[src/rtl/rc5_encrypt_core.sv]
`default_nettype none
// ============================================================================
// Module      : rc5_encrypt_core
// Description : RC5-W/R/b block encryption engine. After the key mixer has
//               filled the shared S RAM (iKeyReady=1), each accepted iStart
//               encrypts one 2W-bit block. S[0..T-1] is fetched one word at
//               a time through a single synchronous-read RAM port. Each word
//               costs two cycles: one to present the address, one to consume
//               the data.
// Ports       : clk        - clock, rising edge
//               rst        - synchronous reset, active low
//               iStart     - start request (level, sampled in IDLE)
//               iKeyReady  - S table valid
//               iPlainA/B  - plaintext words, latched on accepted start
//               oS_address - registered S RAM read address
//               iS_sub_i   - S RAM read data (one cycle after address)
//               oCipherA/B - ciphertext, valid from oDone until next start
//               oBusy      - high from start acceptance through oDone cycle
//               oDone      - one-cycle pulse when ciphertext is valid
// Revision    : 1.0 - initial release
// ============================================================================
module rc5_encrypt_core #(
    parameter int W = 32,
    parameter int R = 12,
    parameter int T = 2 * R + 2
) (
    input  logic                 clk,
    input  logic                 rst,
    input  logic                 iStart,
    input  logic                 iKeyReady,
    input  logic [W-1:0]         iPlainA,
    input  logic [W-1:0]         iPlainB,
    output logic [$clog2(T)-1:0] oS_address,
    input  logic [W-1:0]         iS_sub_i,
    output logic [W-1:0]         oCipherA,
    output logic [W-1:0]         oCipherB,
    output logic                 oBusy,
    output logic                 oDone
);

    localparam int c_AW   = $clog2(T);
    localparam int c_LOGW = $clog2(W);

    localparam logic [c_AW-1:0] c_LAST_K = c_AW'(T - 1);
    localparam logic [c_AW-1:0] c_K_ONE  = c_AW'(1);

    localparam logic [1:0] c_ST_IDLE    = 2'd0;
    localparam logic [1:0] c_ST_RD_ADDR = 2'd1;
    localparam logic [1:0] c_ST_RD_DATA = 2'd2;
    localparam logic [1:0] c_ST_FINISH  = 2'd3;

    logic [1:0]      r_state;
    logic [1:0]      w_nextState;
    logic [W-1:0]    r_a;
    logic [W-1:0]    r_b;
    logic [W-1:0]    w_nextA;
    logic [W-1:0]    w_nextB;
    logic [W-1:0]    w_rotAB;
    logic [W-1:0]    w_rotBA;
    logic [c_AW-1:0] r_k;
    logic [c_AW-1:0] r_sAddr;
    logic [W-1:0]    r_cipherA;
    logic [W-1:0]    r_cipherB;
    logic            w_accept;
    logic            w_lastWord;

    // Left rotate by the low log2(W) bits; the upper half of the shifted
    // doubled word is exactly the rotated value.
    function automatic logic [W-1:0] f_rotl(input logic [W-1:0] v,
                                            input logic [c_LOGW-1:0] s);
        logic [2*W-1:0] t;
        t = {v, v} << s;
        return t[2*W-1:W];
    endfunction

    assign w_accept   = (r_state == c_ST_IDLE) && iStart && iKeyReady;
    assign w_lastWord = (r_k == c_LAST_K);

    // ------------------------------------------------------------------
    // State register
    // ------------------------------------------------------------------
    always_ff @(posedge clk) begin
        if (!rst) begin
            r_state <= c_ST_IDLE;
        end else begin
            r_state <= w_nextState;
        end
    end

    // ------------------------------------------------------------------
    // Next-state logic
    // ------------------------------------------------------------------
    always_comb begin
        w_nextState = r_state;
        case (r_state)
            c_ST_IDLE:    if (w_accept) w_nextState = c_ST_RD_ADDR;
            c_ST_RD_ADDR: w_nextState = c_ST_RD_DATA;
            c_ST_RD_DATA: w_nextState = w_lastWord ? c_ST_FINISH : c_ST_RD_ADDR;
            c_ST_FINISH:  w_nextState = c_ST_IDLE;
            default:      w_nextState = c_ST_IDLE;
        endcase
    end

    // ------------------------------------------------------------------
    // Output decode: busy covers every non-idle state, which includes the
    // FINISH cycle where oDone is high.
    // ------------------------------------------------------------------
    always_comb begin
        oBusy      = (r_state != c_ST_IDLE);
        oDone      = (r_state == c_ST_FINISH);
        oS_address = r_sAddr;
        oCipherA   = r_cipherA;
        oCipherB   = r_cipherB;
    end

    // ------------------------------------------------------------------
    // Round arithmetic for the S word currently on iS_sub_i. Odd steps use
    // the A already updated by the preceding even step, which is simply r_a.
    // ------------------------------------------------------------------
    assign w_rotAB = f_rotl(r_a ^ r_b, r_b[c_LOGW-1:0]);
    assign w_rotBA = f_rotl(r_b ^ r_a, r_a[c_LOGW-1:0]);

    always_comb begin
        w_nextA = r_a;
        w_nextB = r_b;
        if (r_k == '0) begin
            w_nextA = r_a + iS_sub_i;
        end else if (r_k == c_K_ONE) begin
            w_nextB = r_b + iS_sub_i;
        end else if (!r_k[0]) begin
            w_nextA = w_rotAB + iS_sub_i;
        end else begin
            w_nextB = w_rotBA + iS_sub_i;
        end
    end

    // ------------------------------------------------------------------
    // Datapath registers
    // ------------------------------------------------------------------
    always_ff @(posedge clk) begin
        if (!rst) begin
            r_a       <= '0;
            r_b       <= '0;
            r_k       <= '0;
            r_sAddr   <= '0;
            r_cipherA <= '0;
            r_cipherB <= '0;
        end else if (w_accept) begin
            r_a     <= iPlainA;
            r_b     <= iPlainB;
            r_k     <= '0;
            r_sAddr <= '0;
        end else if (r_state == c_ST_RD_DATA) begin
            r_a <= w_nextA;
            r_b <= w_nextB;
            if (w_lastWord) begin
                r_cipherA <= w_nextA;
                r_cipherB <= w_nextB;
            end else begin
                r_k     <= r_k + c_K_ONE;
                r_sAddr <= r_sAddr + c_K_ONE;
            end
        end
    end

endmodule
`default_nettype wire

[config.mk]
export PLATFORM = sky130hd
export DESIGN_NAME = rc5_encrypt_core
export DESIGN_NICKNAME = d
export VERILOG_FILES = /design/src/rtl/rc5_encrypt_core.sv
export SDC_FILE = /design/constraint.sdc
export NUM_CORES = 1
export LEC_CHECK = 0
export ABC_AREA = 1
export BUFFER_PORTS_ARGS = -buffer_cell sky130_fd_sc_hd__clkbuf_2
export CAP_MARGIN = 20
export CORE_ASPECT_RATIO = 1.2
export CORE_MARGIN = 4
export CORE_UTILIZATION = 45
export CTS_CLUSTER_DIAMETER = 30
export DETAILED_ROUTE_END_ITERATION = 12
export PLACE_DENSITY_LB_ADDON = 0.05
export SYNTH_ARGS = -nofsm -noshare
export SYNTH_HDL_FRONTEND = slang
export SYNTH_SLANG_ARGS = --single-unit
[constraint.sdc]
create_clock -name clk -period 8.65 [get_ports clk]
set_input_delay 0.865 -clock clk [delete_from_list [all_inputs] [get_ports clk]]
set_output_delay 0.865 -clock clk [all_outputs]
set_load 0.05 [all_outputs]
==> flow_metrics.py, run 1 <==
metrics = {
    "clock_network": {
        "clock_latency_ns": 0.44,
        "cts.path.max_buffers": 2,
        "cts_hold_buf": 0,
        "cts_buffers": 17,
        "cts_sinks": 140,
        "htreeDepth": 4,
        "path_clk_slew_ns": 0.07,
        "cts_resized": 0,
        "post_cts_buffers": 0,
        "cts_tree": "built",
        "cts_root_buffer": "clkbuf_16",
    },
    "yosys": {
        "yosysWarnings": 0,
        "synth_edf_count": 0,
        "synth-simple-area-share_pct": 34.0,
        "synth-compound-area-share_pct": 26.7,
        "yosys.area.top_type": "nand2_1",
        "ys_async_sr_fraction_pct": 0,
        "ys_top_cells_by_area": "nand2_1 18%, dfxtp_1 15%, o21ai_0 11%",
        "synth_adder_area_share_pct": 9.29,
        "yosys_register_bits": 140,
        "syn_area_per_cell_um2": 5.67,
        "ys_top_cells_by_count": "887 x nand2_1, 404 x o21ai_0, 350 x inv_1",
        "mappedNetlistNets": 3524,
        "synth_xor_area_share_pct": 1.64,
        "synthDistinctLibCells": 66,
        "synth_most_common_cell": "nand2_1",
        "netlist.area_leader.share_pct": 17.9,
        "synthMuxAreaShare_pct": 2.58,
        "syn_inst": 3288,
        "synth_area_um2": 18600,
        "synth_seq_area_share_pct": 15.0,
        "ys.flop_type": "dfxtp_1",
        "synth_top_family_by_area": "simple AND/OR/NAND/NOR gates",
    },
    "timing": {
        "hold_violations": 0,
        "period_minus_slack_ns": 5.53,
        "clock_skew_ns": 0.0143,
        "finalSetupViolCount": 0,
        "slew_viol_final": 0,
        "worstMarginPinSlew_ns": 1.03,
        "finalCritPeriodShare_pct": 64.0,
        "maxSlewHeadroom_pct": 30.8,
        "rsz0062_at_grt": "no",
        "finalSetupTns_ns": 0,
        "max_freq_mhz": 181,
    },
    "global_route": {
        "grt_max_degree": 70,
        "first_global_vias": 21800,
        "gr-usage-met1_pct": 54.2,
        "top_usage_layer": "met2",
        "grt_first_pass_wirelength_um": 137000,
        "grt.overflow.total": 0,
        "grt_use_total_pct": 40.2,
        "use_met2_pct": 59.7,
        "met3_usage_pct": 8.32,
        "antenna_found_initial": 6,
    },
    "layout": {
        "syn_to_final_growth_pct": 9.07,
        "drive_gt1_share_pct": 9.29,
        "fillers": 4397,
        "post-route-util_pct": 49.8,
        "layout.cells.non_filler": 3921,
        "fin_nets": 3602,
    },
    "worst_hold_path": {
        "min-delay-path-class": "flip-flop to flip-flop",
        "hold_depth": 1,
        "hold_end": "oS_address[2]",
        "hold_path_startpoint": "oS_address[2]",
    },
    "floorplan": {
        "chipHeight_um": 231,
        "start_util_pct": 45.6,
        "core-area_um2": 40800,
        "die-area_um2": 44800,
        "fp-row-count": 81,
        "io_pins": 171,
        "die_x_um": 194,
    },
    "worst_setup_path": {
        "regToRegStartpoint": "r_a[3]",
        "cp-end-kind": "flip-flop",
        "critical_path_required_ns": 9.01,
        "r2r_cells": 31,
        "regToRegEndpoint": "r_b[22]",
        "rrSetupSlack_ns": 3.12,
        "max_stage_delay_ns": 0.44,
        "critPathSlowestCell": "inv_1",
        "critical_path_class": "flip-flop to flip-flop",
        "start_kind": "flip-flop",
        "crit_top_cell": "nand2_1",
        "crit_path_max_fanout": 40,
        "crit_arrival_ns": 5.89,
    },
    "outcome": {
        "status": "completed",
    },
    "routing": {
        "via_count": 24200,
        "wl_per_cell_um": 24.2,
        "drc": 0,
        "drtIter0Drc": 3327,
        "drt-total-wl_um": 95000,
        "antenna_left": 0,
        "dr.pass1.iters": 6,
        "vias_per_cell": 6.16,
    },
    "job": {
        "max_cap_viol_count": 0,
    },
    "placement": {
        "port_buffers": 170,
        "dp_hpwl_um": 75200,
        "globalplace.congestion": 1.09,
        "dp.cells": 3886,
    },
    "power": {
        "power.density_nw_per_um2": 158,
        "vdd_drop_max_v": 0.000211,
        "leakage_nw": 10.0,
    },
}
## state kept, by name (all words and copies together), names as in the netlist
| signal | flops |
|---|---|
| r_b | 32 |
| oCipherA | 32 |
| oCipherB | 32 |
| r_a | 32 |
| r_state | 2 |
| r_k | 5 |
| oS_address | 5 |
## layer usage
layer  routed length (µm)  part of all wire, %
met1                38300                   40
met5                   26                0.027
met3                11100                   12
met2                38800                   41
met4                 6680                  7.0
## layout by cell type (no fill, tap or decap), drive strengths merged, types with 4 or more instances in the layout
cell type,instances
a21boi,8
a21o,18
a21oi,298
a31o,4
a31oi,49
buf,26
clkbuf,189
clkinv,8
dfxtp,140
fa,4
ha,132
inv,366
mux2i,48
nand2,907
nand3,238
nand3b,12
nand4,26
nor2,291
nor3,23
nor4,8
o2111ai,7
o211ai,16
o21a,14
o21ai,462
o21bai,13
or2,10
xnor2,13
xor2,22
## cell type report
type                    count  area, µm²  area share, %
flip-flops and latches    140       2800           13.8
clock inverters            13        116          0.572
clock buffers              19        443           2.18
repair buffers            196       1070           5.24
diodes                      3       7.51         0.0369
inverters                 365       1370           6.76
multi-input cells        2646      13800           68.1
well taps                 539        674           3.32
## how the worst max path moves through the flow
stage	start	end	slack (ns)	cells after the start
2_1_floorplan	r_a[0]	r_b[22]	5.14	31
3_3_place_gp	r_a[3]	r_b[22]	3.43	31
3_5_place_dp	r_a[3]	r_b[22]	3.32	32
4_1_cts	r_a[3]	r_b[22]	3.29	31
5_1_grt	r_a[3]	r_b[18]	2.69	30
6_report	r_a[3]	r_b[22]	3.12	31
## report_power, final
part | internal (mW) | leakage, nW | switching, mW
Clock | 0.404 | 0.270 | 0.325
Combinational | 0.498 | 8.60 | 1.28
Sequential | 0.664 | 1.14 | 0.0325
## per-stage QoR
stage / hold slack, ns / power, mW / worst slack, ns / instance area, µm²
floorplan: 0.465 / 1.81 / 5.14 / 18600
global placement: 0.460 / 2.40 / 3.43 / 19700
detailed placement: 0.483 / 2.40 / 3.32 / 19800
CTS: 0.498 / 3.12 / 3.29 / 20300
global route: 0.547 / 3.35 / 2.69 / 20300
finish: 0.494 / 3.21 / 3.12 / 20300
## worst max-delay path, delay by kind of cell, from the launching register on
kind            cells  cell delay, ns
compound gates      8            1.33
fa+ha+maj           2            0.66
buf+inv             6            1.13
flops               1            0.32
simple gates       15            2.00
## cells by family (layout without fill, tap and decap cells)
family | count (synthesis) | after routing
and+or+nand+nor | 1521 | 1521
AOI/OAI and AO/OA | 906 | 906
buffers and inverters | 502 | 593
DFF | 140 | 140
adders and majority gates | 136 | 136
muxes | 48 | 48
xor gates and xnor gates | 35 | 35
other | 0 | 3
Note: power is estimated with default switching activity, not from simulation.
==> run 2: changes to the inputs <==
Clock period 8.65 ns to 5.61 ns, I/O delays scaled along.
==> flow_metrics.py, run 2 (synthesis results as in run 1) <==
metrics = {
    "floorplan": {
        "die-area_um2": 44800,
        "start_util_pct": 45.6,
        "io_pins": 171,
        "chipHeight_um": 231,
        "fp-row-count": 81,
        "core-area_um2": 40800,
        "die_x_um": 194,
    },
    "timing": {
        "period_minus_slack_ns": 4.95,
        "finalCritPeriodShare_pct": 88.3,
        "finalSetupTns_ns": 0,
        "hold_violations": 0,
        "maxSlewHeadroom_pct": 38.7,
        "max_freq_mhz": 202,
        "finalSetupViolCount": 0,
        "slew_viol_final": 0,
        "clock_skew_ns": 0.0203,
        "worstMarginPinSlew_ns": 0.910,
        "whs_ns": 0.347,
        "rsz0062_at_grt": "no",
    },
    "power": {
        "vdd_drop_max_v": 0.000301,
        "power.density_nw_per_um2": 248,
        "finalPower_mw": 5.08,
        "leakage_nw": 10.1,
    },
    "routing": {
        "vias_per_cell": 6.20,
        "wl_per_cell_um": 25.4,
        "antenna_left": 0,
        "top_layer": "met5",
        "dr.pass1.iters": 7,
        "wl_met3_um": 11900,
        "met1_length_um": 39600,
        "via_count": 24400,
        "drc": 0,
        "route.met2.wl_um": 40500,
        "drt-total-wl_um": 99900,
        "drtIter0Drc": 3312,
    },
    "clock_network": {
        "cts_sinks": 140,
        "cts_resized": 0,
        "cts_root_buffer": "clkbuf_16",
        "cts_tree": "built",
        "cts_buffers": 17,
        "path_clk_slew_ns": 0.08,
        "clock_latency_ns": 0.47,
        "htreeDepth": 4,
        "post_cts_buffers": 0,
        "cts.path.max_buffers": 2,
        "cts_hold_buf": 0,
    },
    "worst_setup_path": {
        "critical-path-top-delay-family": "simple AND/OR/NAND/NOR gates",
        "crit_top_cell": "nand2_1",
        "crit_arrival_ns": 5.27,
        "critPathSlowestCell": "dfxtp_2",
        "max_stage_delay_ns": 0.72,
        "path_buf_inv": 4,
        "critical_path_required_ns": 5.92,
        "critical_path_class": "flip-flop to flip-flop",
        "crit_path_max_fanout": 34,
        "cp-end-kind": "flip-flop",
        "start_kind": "flip-flop",
    },
    "placement": {
        "globalplace.congestion": 1.06,
        "port_buffers": 170,
        "dp.cells": 3897,
        "dp_hpwl_um": 79400,
    },
    "global_route": {
        "antenna_found_initial": 4,
        "grt_first_pass_wirelength_um": 143000,
        "first_global_vias": 22100,
        "grt_use_total_pct": 42.3,
        "grt.overflow.total": 0,
        "grt_max_degree": 77,
    },
    "layout": {
        "multi_input_area_um2": 13900,
        "seqCellArea_um2": 2800,
        "layout_common_cells": "887 x nand2_1, 404 x o21ai_0, 349 x inv_1, 289 x a21oi_1, 284 x nor2_1",
        "fillers": 4406,
        "drive_gt1_share_pct": 9.59,
        "final_common_cell": "nand2_1",
        "layout.cells.non_filler": 3934,
        "fin_nets": 3613,
        "syn_to_final_growth_pct": 9.74,
    },
    "worst_hold_path": {
        "min-delay-path-class": "primary input to flip-flop",
    },
    "job": {
        "max_cap_viol_count": 0,
    },
    "outcome": {
        "status": "completed",
    },
}
[run 2: cell types whose count changed in the layout (fill, tap and decap cells not counted)]
| cell | delta |
|---|---|
| buf_4 | +11 |
| bufinv_16 | +1 |
| inv_8 | +1 |
| buf_16 | -1 |
| nor2_4 | +1 |
| clkinvlp_4 | -1 |
| buf_12 | +1 |
| inv_6 | +3 |
| nor2_2 | -1 |
| diode_2 | +2 |
| clkinv_2 | -4 |
[run 2: path summary, 6_finish.rpt]
check,startpoint,to,slack (ns),depth (start not counted)
min reg2reg,oS_address[4],oS_address[4],0.48,2
max reg2reg,r_a[0],r_b[22],0.66,30
max,r_a[0],r_b[22],0.66,30
min,iPlainA[7],r_a[7],0.35,3
[run 2: worst reg2reg max path: cells and delay by family, from the launching register on]
family          cells  cell delay, ns
buf+inv             4            0.68
simple gates       16            1.59
fa+ha+maj           2            0.67
compound gates      8            1.12
flops               1            0.72
[run 2: power by group]
| part | leakage, nW | total (mW) | internal, mW | switching, mW |
|---|---|---|---|---|
| clock network | 0.288 | 1.23 | 0.680 | 0.552 |
| logic | 8.65 | 2.77 | 0.774 | 1.99 |
| registers | 1.14 | 1.08 | 1.02 | 0.0542 |
| total | 10.1 | 5.08 | 2.48 | 2.60 |
[run 2: routing by layer]
metal	vias to the layer above	GRT usage, %
met2	1652	62.5
met4	6	25.8
met3	338	9.98
met1	11200	55.7
met5	-	0
li1	11200	-
[run 2: final cells by class]
type                       count  share of cell area, %
clock buffer                  19                   2.16
timing repair buffer         207                   5.58
antenna                        5                 0.0612
clock inverter                13                  0.764
tap                          539                   3.30
multi-input combinational   2646                   67.7
inverter                     365                   6.71
sequential                   140                   13.7
[run 2: metrics by stage]
step	util [%]	setup WS, ns	instance area, µm²
after floorplan	-	2.10	18600
after global placement	48.6	0.892	19800
after detailed placement	48.6	0.876	19800
after CTS	50.1	0.841	20400
after global routing	50.1	0.296	20400
final	50.1	0.658	20500
